--- src/rtl/regfile_wb_pkg.sv ---
// rtl/regfile_wb_pkg.sv - shared widths, bus types and constants for the register file
package regfile_wb_pkg;

    localparam int XLEN = 32;
    localparam int NREG = 32;
    localparam int AW   = 5;
    localparam int PW   = 2;

    typedef logic [XLEN-1:0] reg_bus_t;
    typedef logic [AW-1:0]   reg_addr_t;
    typedef logic [PW-1:0]   pend_cnt_t;

    localparam reg_bus_t  ZERO_WORD    = '0;
    localparam reg_addr_t NOP_REG_ADDR = '0;
    localparam pend_cnt_t PEND_MAX     = '1;

endpackage

--- src/rtl/regfile_wb_if.sv ---
// rtl/regfile_wb_if.sv - writeback, read-port and issue signals of the register file
interface regfile_wb_if;
    import regfile_wb_pkg::*;

    logic      wb_wreg;
    reg_addr_t wb_rd;
    reg_bus_t  wb_wdata;
    logic      re1;
    logic      re2;
    reg_addr_t raddr1;
    reg_addr_t raddr2;
    reg_bus_t  rdata1;
    reg_bus_t  rdata2;
    logic      busy1;
    logic      busy2;
    logic      issue_valid;
    reg_addr_t issue_rd;
    logic      issue_ready;
    logic      flush;

    modport master (
        output wb_wreg, wb_rd, wb_wdata, re1, re2, raddr1, raddr2,
               issue_valid, issue_rd, flush,
        input  rdata1, rdata2, busy1, busy2, issue_ready
    );

    modport slave (
        input  wb_wreg, wb_rd, wb_wdata, re1, re2, raddr1, raddr2,
               issue_valid, issue_rd, flush,
        output rdata1, rdata2, busy1, busy2, issue_ready
    );

endinterface

--- src/rtl/pend_ctr.sv ---
// rtl/pend_ctr.sv - saturating up/down count of writes in flight to one register
module pend_ctr
    import regfile_wb_pkg::*;
(
    input  logic      clk,
    input  logic      rst,
    input  logic      clr,
    input  logic      inc,
    input  logic      dec,
    output pend_cnt_t cnt
);

    logic inc_ok;
    logic dec_ok;

    // A writeback with nothing pending is not a decrement, so it cannot cancel an issue.
    assign inc_ok = inc && (cnt != PEND_MAX);
    assign dec_ok = dec && (cnt != '0);

    always_ff @(posedge clk) begin
        if (rst || clr) begin
            cnt <= '0;
        end else if (inc_ok && !dec_ok) begin
            cnt <= cnt + 1'b1;
        end else if (dec_ok && !inc_ok) begin
            cnt <= cnt - 1'b1;
        end
    end

endmodule

--- src/rtl/regfile_wb.sv ---
// rtl/regfile_wb.sv - integer register file with writeback bypass and pending-write scoreboard
module regfile_wb
    import regfile_wb_pkg::*;
(
    input  logic         clk,
    input  logic         rst,
    regfile_wb_if.slave  bus
);

    reg_bus_t  mem [NREG];
    pend_cnt_t cnt [NREG];
    logic [NREG-1:1] inc;
    logic [NREG-1:1] dec;
    logic      wb_commit;
    logic      issue_go;
    logic      issue_ready;
    logic      hit1;
    logic      hit2;

    assign wb_commit = bus.wb_wreg && (bus.wb_rd != NOP_REG_ADDR);

    always_ff @(posedge clk) begin
        if (rst) begin
            for (int i = 0; i < NREG; i++) begin
                mem[i] <= ZERO_WORD;
            end
        end else if (wb_commit) begin
            mem[bus.wb_rd] <= bus.wb_wdata;
        end
    end

    assign issue_ready = !((bus.issue_rd != NOP_REG_ADDR) && (cnt[bus.issue_rd] == PEND_MAX));
    assign issue_go    = bus.issue_valid && (bus.issue_rd != NOP_REG_ADDR) && issue_ready && !bus.flush;
    assign bus.issue_ready = issue_ready;

    // x0 never has a counter; its slot is held at zero so lookups need no special case.
    assign cnt[0] = '0;

    for (genvar g = 1; g < NREG; g++) begin : g_pend
        assign inc[g] = issue_go && (bus.issue_rd == AW'(g));
        assign dec[g] = bus.wb_wreg && (bus.wb_rd == AW'(g));

        pend_ctr u_pend_ctr (
            .clk (clk),
            .rst (rst),
            .clr (bus.flush),
            .inc (inc[g]),
            .dec (dec[g]),
            .cnt (cnt[g])
        );
    end

    assign hit1 = bus.re1 && bus.wb_wreg && (bus.raddr1 != NOP_REG_ADDR) && (bus.wb_rd == bus.raddr1);
    assign hit2 = bus.re2 && bus.wb_wreg && (bus.raddr2 != NOP_REG_ADDR) && (bus.wb_rd == bus.raddr2);

    assign bus.rdata1 = (!bus.re1 || bus.raddr1 == NOP_REG_ADDR) ? ZERO_WORD :
                        hit1 ? bus.wb_wdata : mem[bus.raddr1];
    assign bus.rdata2 = (!bus.re2 || bus.raddr2 == NOP_REG_ADDR) ? ZERO_WORD :
                        hit2 ? bus.wb_wdata : mem[bus.raddr2];

    // The write being bypassed right now no longer counts as outstanding.
    assign bus.busy1 = bus.re1 && (bus.raddr1 != NOP_REG_ADDR) &&
                       (hit1 ? (cnt[bus.raddr1] > PW'(1)) : (cnt[bus.raddr1] != '0));
    assign bus.busy2 = bus.re2 && (bus.raddr2 != NOP_REG_ADDR) &&
                       (hit2 ? (cnt[bus.raddr2] > PW'(1)) : (cnt[bus.raddr2] != '0));

endmodule

--- src/flat_wrapper.sv ---
// flat-port wrapper written by rule: the top's interface ports become plain ports
module regfile_wb_flat import regfile_wb_pkg::*;
  (clk, rst, bus_wb_wreg, bus_wb_rd, bus_wb_wdata, bus_re1, bus_re2, bus_raddr1, bus_raddr2, bus_issue_valid, bus_issue_rd, bus_flush, bus_rdata1, bus_rdata2, bus_busy1, bus_busy2, bus_issue_ready);
  regfile_wb_if bus_i ();
  input  logic clk;
  input  logic rst;
  input wire logic [$bits(bus_i.wb_wreg)-1:0] bus_wb_wreg;
  input wire logic [$bits(bus_i.wb_rd)-1:0] bus_wb_rd;
  input wire logic [$bits(bus_i.wb_wdata)-1:0] bus_wb_wdata;
  input wire logic [$bits(bus_i.re1)-1:0] bus_re1;
  input wire logic [$bits(bus_i.re2)-1:0] bus_re2;
  input wire logic [$bits(bus_i.raddr1)-1:0] bus_raddr1;
  input wire logic [$bits(bus_i.raddr2)-1:0] bus_raddr2;
  input wire logic [$bits(bus_i.issue_valid)-1:0] bus_issue_valid;
  input wire logic [$bits(bus_i.issue_rd)-1:0] bus_issue_rd;
  input wire logic [$bits(bus_i.flush)-1:0] bus_flush;
  output wire logic [$bits(bus_i.rdata1)-1:0] bus_rdata1;
  output wire logic [$bits(bus_i.rdata2)-1:0] bus_rdata2;
  output wire logic [$bits(bus_i.busy1)-1:0] bus_busy1;
  output wire logic [$bits(bus_i.busy2)-1:0] bus_busy2;
  output wire logic [$bits(bus_i.issue_ready)-1:0] bus_issue_ready;
  assign bus_i.wb_wreg = bus_wb_wreg;
  assign bus_i.wb_rd = bus_wb_rd;
  assign bus_i.wb_wdata = bus_wb_wdata;
  assign bus_i.re1 = bus_re1;
  assign bus_i.re2 = bus_re2;
  assign bus_i.raddr1 = bus_raddr1;
  assign bus_i.raddr2 = bus_raddr2;
  assign bus_i.issue_valid = bus_issue_valid;
  assign bus_i.issue_rd = bus_issue_rd;
  assign bus_i.flush = bus_flush;
  assign bus_rdata1 = bus_i.rdata1;
  assign bus_rdata2 = bus_i.rdata2;
  assign bus_busy1 = bus_i.busy1;
  assign bus_busy2 = bus_i.busy2;
  assign bus_issue_ready = bus_i.issue_ready;
  regfile_wb u_core (.clk(clk), .rst(rst), .bus(bus_i));
endmodule
--- config.mk ---
export PLATFORM = sky130hd
export DESIGN_NAME = regfile_wb_flat
export DESIGN_NICKNAME = d
export VERILOG_FILES = /design/src/rtl/regfile_wb_pkg.sv /design/src/rtl/regfile_wb_if.sv /design/src/rtl/pend_ctr.sv /design/src/rtl/regfile_wb.sv /design/src/flat_wrapper.sv
export SDC_FILE = /design/constraint.sdc
export NUM_CORES = 2
export LEC_CHECK = 0
export ABC_AREA = 1
export BUFFER_PORTS_ARGS = -buffer_cell sky130_fd_sc_hd__buf_4
export CORE_MARGIN = 3
export CORE_UTILIZATION = 35
export CTS_BUF_LIST = sky130_fd_sc_hd__clkbuf_8
export CTS_CLUSTER_DIAMETER = 40
export CTS_CLUSTER_SIZE = 14
export DETAILED_ROUTE_END_ITERATION = 12
export PLACE_DENSITY = 0.46
export SLEW_MARGIN = 0
export SYNTH_ARGS = -nofsm -noshare
export SYNTH_HDL_FRONTEND = slang
export SYNTH_SLANG_ARGS = --single-unit
--- constraint.sdc ---
create_clock -name clk -period 7.1 [get_ports clk]
set_input_delay 0.71 -clock clk [delete_from_list [all_inputs] [get_ports clk]]
set_output_delay 0.71 -clock clk [all_outputs]
set_load 0.03 [all_outputs]
# --- Word level (Yosys, flattened, before mapping) ---
# Memories as Yosys holds them, arrays and structs flattened.
# Cells that the tools add are included.
word_totals:
  regBits: 62
  ram_bits: 1024
  inputBits: 59
  out_inout_bits: 67
  elab_cells: 624
  n_memories: 1
mem_list:
  columns: ["memory", "words", "word_bits", "read_ports", "rd_ports_with_merged_regs", "wr", "line", "source"]
  rows:
  - ["u_core.mem", 32, 32, 2, 0, 32, "regfile_wb.sv:10", "reg_bus_t mem [NREG];"]
classes:
  addsub: 62
  order_cmp: 5
  n_eq_ne: 96
  mux: 85
  bitwise: 3
  reduce_logical: 341
op_table:
  columns: ["op", "n"]
  rows:
  - ["logical AND 1 bit", 201]
  - ["equality test 5 bit (second input constant)", 32]
  - ["two-way mux 32 bit", 5]
  - ["two-way mux 2 bit", 68]
  - ["nonzero test 2 bit", 64]
  - ["equality test 5 x 4 -> 1 bit (second input constant)", 16]
  - ["zero test 1 bit", 66]
  - ["adder 2 x 1 -> 2 bit (second input constant)", 31]
  - ["inequality test 2 bit (second input constant)", 31]
  - ["subtractor 2 x 1 -> 2 bit (second input constant)", 31]
  - ["equality test 5 x 3 -> 1 bit (second input constant)", 8]
  - ["OR reduction 32 bit", 1]
  - ["binary-select mux 2 bit (select 5 bit)", 3]
  - ["equality test 5 x 2 -> 1 bit (second input constant)", 4]
  - ["nonzero test 5 bit", 4]
  - ["greater-or-equal comparator 6 bit (second input constant)", 3]
  - ["NOT 5 -> 6 bit", 3]
  - ["equality test 5 x 1 -> 1 bit (second input constant)", 2]
  - ["equality test 5 bit", 2]
  - ["zero test 5 bit", 2]
  - ["two-way mux 1 bit", 8]
  - ["two-way mux 5 bit", 1]
  - ["> comparator 2 x 1 -> 1 bit (second input constant)", 2]
  - ["logical OR 1 bit", 3]
  - ["equality test 2 bit (second input constant)", 1]

# --- Longest topological paths before layout ---
depth:
  word_depth: 15
  mapped_depth: 20
  depth_no_buf: 17

# --- Cells and area by module ---
# A second synthesis with hierarchy kept.
hier_totals:
  cells_unflattened: 8071
  hier_area_um2: 63613.5
by_module_without_submodules:
  columns: ["mod", "instances", "cells_each", "area_each_um2", "seq_area_each_um2"]
  rows:
  - ["regfile_wb", 1, 7451, 59579.6, 30749.5]
  - ["pend_ctr", 31, 20, 130.1, 40.0]

# --- Least setup slack after synthesis ---
# OpenSTA, ideal clock, no wires.
synth_path:
  path_kind: "input-to-output"
  startpoint: "input bus_raddr2[0]"
  endpoint: "output bus_rdata2[13]"
  arrival_time_ns: 2.238
  t_required_ns: 6.390
  path_slack_ns: 4.152
  stages: 13
  n_path_buf: 4
  cell_sequence: "buf_4 -> inv_2 -> buf_4 -> buf_4 -> buf_2 -> nand2_1 -> nand3_1 -> nand2_1 -> nor2_1 -> nand2_1 -> nand3_1 -> nand2_1 -> a21oi_1"
synth_via:
  elab_chain_cells: 5
  word_cells_on_any_way: 9
  cone_classes: "eq/ne: 1; mux: 2; reduce/logical: 5; memory: 1"
synth_rtl:
  columns: ["item", "line", "source"]
  rows:
  - ["start: declaration", "flat_wrapper.sv:13", "input wire logic [$bits(bus_i.raddr2)-1:0] bus_raddr2;"]
  - ["parallel branches: the longest is 4 deep, another holds memory read (32 x 32 bit)", null, null]
  - ["two-way mux 32 bit (*)", "regfile_wb.sv:58", "assign bus.rdata2 = (!bus.re2 || bus.raddr2 == NOP_REG_ADDR) ? ZERO_WORD :"]
  - ["end: declaration", "flat_wrapper.sv:18", "output wire logic [$bits(bus_i.rdata2)-1:0] bus_rdata2;"]
# Mark *: on every way between the ends.

# --- Worst setup path after layout ---
layout_path:
  startpoint: "input bus_raddr1[0]"
  endpoint: "output bus_rdata1[0]"
layout_via:
  elab_chain_cells: 5
  word_cells_on_any_way: 9
  cone_classes: "eq/ne: 1; mux: 2; reduce/logical: 5; memory: 1"
layout_rtl:
  columns: ["item", "line", "source"]
  rows:
  - ["start: declaration", "flat_wrapper.sv:12", "input wire logic [$bits(bus_i.raddr1)-1:0] bus_raddr1;"]
  - ["parallel branches: the longest is 4 deep, another holds memory read (32 x 32 bit)", null, null]
  - ["two-way mux 32 bit (*)", "regfile_wb.sv:56", "assign bus.rdata1 = (!bus.re1 || bus.raddr1 == NOP_REG_ADDR) ? ZERO_WORD :"]
  - ["end: declaration", "flat_wrapper.sv:17", "output wire logic [$bits(bus_i.rdata1)-1:0] bus_rdata1;"]
# Marks and branches as above.

==> run_results.csv <==
group,metric,value,unit
run_status,outcome,"finished, final reports clean",
synthesis,synthCells,7715,
drt,detail-route-antenna-nets,0,
worst_setup_path,path_cells,"buf_8 -> inv_8 -> buf_4 -> nand2_1 -> nand3_1 -> nand2_1 -> a21oi_1 -> nand2_1 -> nand3_1 -> nand2_1 -> a21oi_1 -> buf_4",
worst_setup_path,crit_family,"buffers and inverters",
drt,vias,57850,
worst_hold_path,hold_class,"in2reg",
job,max_cap_violations,0,
worst_setup_path,end_kind,"output port",
worst_setup_path,rr_startpoint,"u_core.g_pend[20].u_pend_ctr.cnt[0]",
clock_network,cts_tree,"done",
clock_network,cts_resized,0,
die,dieArea,182500,um2
die,num_rows,153,
clock_network,cts_buffers,214,
worst_setup_path,arrival,4.25,ns
layout,final_area,69190,um2
die,die_height,427.2,um
global_route,grt_first_pass_wirelength,400600,um
layout,syn_to_final_growth,11.40,%
power_and_ir_drop,ir_drop,201.7,uV
die,io_pins,126,
clock_network,clkTransAtPathRegs,0.06,ns
sta,worstMarginPinSlew,1.263,ns
synthesis,synth_top_family_by_area,"simple AND/OR/NAND/NOR gates",
synthesis,synth_compound_area_share,15.02,%
synthesis,synth_area_leader_cell,"edfxtp_1",
global_route,grt_use_total,30.47,%
sta,drv_slew,0,
worst_hold_path,min_from,"rst",
drt,wl_per_cell,28.29,um
layout,utilization,39.50,%
drt,drt_iter0_markers,7339,
global_route,grt_start_max_net_pins,198,
clock_network,cts.sinks,1086,
sta,max_freq,201.6,MHz
synthesis,synth_simple_gate_area_share,24.78,%
synthesis,yosys_warnings,0,
clock_network,hold_buffers,0,
synthesis,avgSynthCellArea,8.050,um2
synthesis,synthTopCellsByArea,"edfxtp_1, nand2_1, nor2_1, a21oi_1, nand3_1",
synthesis,yosysSeqAreaShare,51.51,%
sta,rsz0062_at_grt,"no",
sta,fin_crit,4.961,ns
power_and_ir_drop,p_per_area,248.5,nW/um2
synthesis,synth-xor-area-share,0.05641,%
die,coreArea,175200,um2
synthesis,synth_cell_types,32,
place,dp_hpwl,152300,um
power_and_ir_drop,finalPower,0.01720,W
synthesis,synth.area.mux_share,0,%
worst_setup_path,cp_max_fo,91,
drt,vias_per_cell,5.754,
layout,fin_nets,7631,
place,placed_area,64180,um2
worst_setup_path,crit_required,6.39,ns
sta,max-slew-margin-rel,15.70,%
global_route,grt_pass1_vias,54090,
global_route,antenna_found_initial,9,
worst_setup_path,worstSetupStartpoint,"bus_raddr1[0]",
synthesis,yosys_register_bits,1086,
worst_setup_path,path_common_cell,"nand2_1",
die,fp.dieW,427.2,um
worst_setup_path,crit_type,"in2out",
sta,setup_viol,0,
place,gp_congestion,0.8709,
sta,fin_tns_setup,0,ns
sta,fin_crit_sh,69.88,%
synthesis,netlist_area,62100,um2
worst_setup_path,max_stage_delay,0.73,ns
clock_network,cts_setup_buffers,0,
sta,hold_viol,0,
drt,dr.pass1.iters,7,
place,numPortBuffers,125,
synthesis,yosys.area.top_type_share,49.51,%
clock_network,clockRootBuffer,"clkbuf_8",
die,initial_core_util,35.45,%
clock_network,clkLatencyLatePin,0.97,ns
drt,drc,0,
synthesis,synth-adder-area-share,0.6246,%
sta,skew,0.03868,ns
power_and_ir_drop,leakage,27.03,nW
drt,wl,284400,um
worst_setup_path,cpMaxStageDelayCell,"buf_4",
clock_network,cts_max_level,4,
worst_setup_path,path_buf_inv,4,
global_route,grt_overflow,0,
layout,drive_gt1_share,9.161,%
clock_network,cts_buffer_depth,3,
worst_setup_path,startpoint_type,"primary input",
## kinds of logic after synthesis
family	count (synthesis)
AOI/OAI and AO/OA	1696
xor gates and xnor gates	4
adders and majority gates	31
buffers and inverters	1118
DFF	1086
other	1
and+or+nand+nor	3779
## through the flow
stage	hold slack, ns	cells	setup WS, ns
after CTS	0.07804	10050	2.140
after global placement	0.5462	9650	2.102
after detailed placement	0.5519	9650	2.141
after floorplan	0.5008	7746	4.152
final	0.1566	10060	2.139
after global routing	0.09893	10050	2.072
## final timing paths
| kind | to | slack, ns | depth (start not counted) |
|---|---|---|---|
| worst max-delay path | bus_rdata1[0] | 2.14 | 12 |
| worst min-delay path | u_core.mem[0][31] | 0.16 | 1 |
| worst max register to register | u_core.g_pend[12].u_pend_ctr.cnt[1] | 3.98 | 16 |
| worst min register to register | u_core.g_pend[16].u_pend_ctr.cnt[1] | 0.57 | 2 |
## layout by cell type, fill, tap and decap left out, types with 32 or more instances in the layout
| cell | synthesis | layout |
|---|---|---|
| nor2_1 | 1235 | 1233 |
| nand2_1 | 1772 | 1711 |
| dfxtp_1 | 62 | 62 |
| bufinv_16 | 0 | 33 |
| o21bai_1 | 33 | 33 |
| conb_1 | 1 | 32 |
| a21oi_1 | 727 | 727 |
| o21ai_0 | 561 | 561 |
| buf_4 | 76 | 239 |
| edfxtp_1 | 1024 | 1024 |
| clkbuf_8 | 0 | 217 |
| nand3b_1 | 83 | 83 |
| o21ai_1 | 73 | 73 |
| clkinv_2 | 0 | 46 |
| nand3_1 | 675 | 675 |
| nand2_2 | 1 | 58 |
| o211ai_1 | 268 | 268 |
| inv_1 | 423 | 437 |
## flip-flops by register name, summed over array words and instances (netlist names)
register                      cells
u_core.mem                     1024
u_core.g_pend.u_pend_ctr.cnt     62
## cell usage after synthesis (all sizes together)
cell type and number:
o21bai 33, or2 1, o2111ai 2, nand2 1773, conb 1, nand3 678
buf 427, dfxtp 62, nand4 5, xor2 4, o21a 31, and2 1
nor3 1, a21boi 1, ha 31, clkbuf 253, a21oi 727, edfxtp 1024
inv 434, o21ai 634, clkinv 4, nand3b 83, o211ai 268, nor2 1237
## power breakdown
group / internal, W / switching, W / leakage, nW / total [W]
registers: 0.00733 / 0.000153 / 10.2 / 0.00749
clock network: 0.00419 / 0.00333 / 2.55 / 0.00752
logic: 0.000522 / 0.00167 / 14.2 / 0.00219
## routing by layer
layer | global-route usage [%] | part of all wire [%]
met3 | 5.704 | 9.4
met5 | 0 | 0
met4 | 11.86 | 4.0
met1 | 42.20 | 42
met2 | 47.04 | 44
## area by class of cell
cell class                 count  area (um2)
fill                       17890      106000
sequential                  1086       31990
multi-input combinational   5542       25460
clock buffer                 217        2987
tap                         2325        2909
timing repair buffer         259        2157
clock inverter               186        2012
inverter                     438        1664
antenna                        2       5.005
Note: power is estimated with default switching activity, not from simulation.
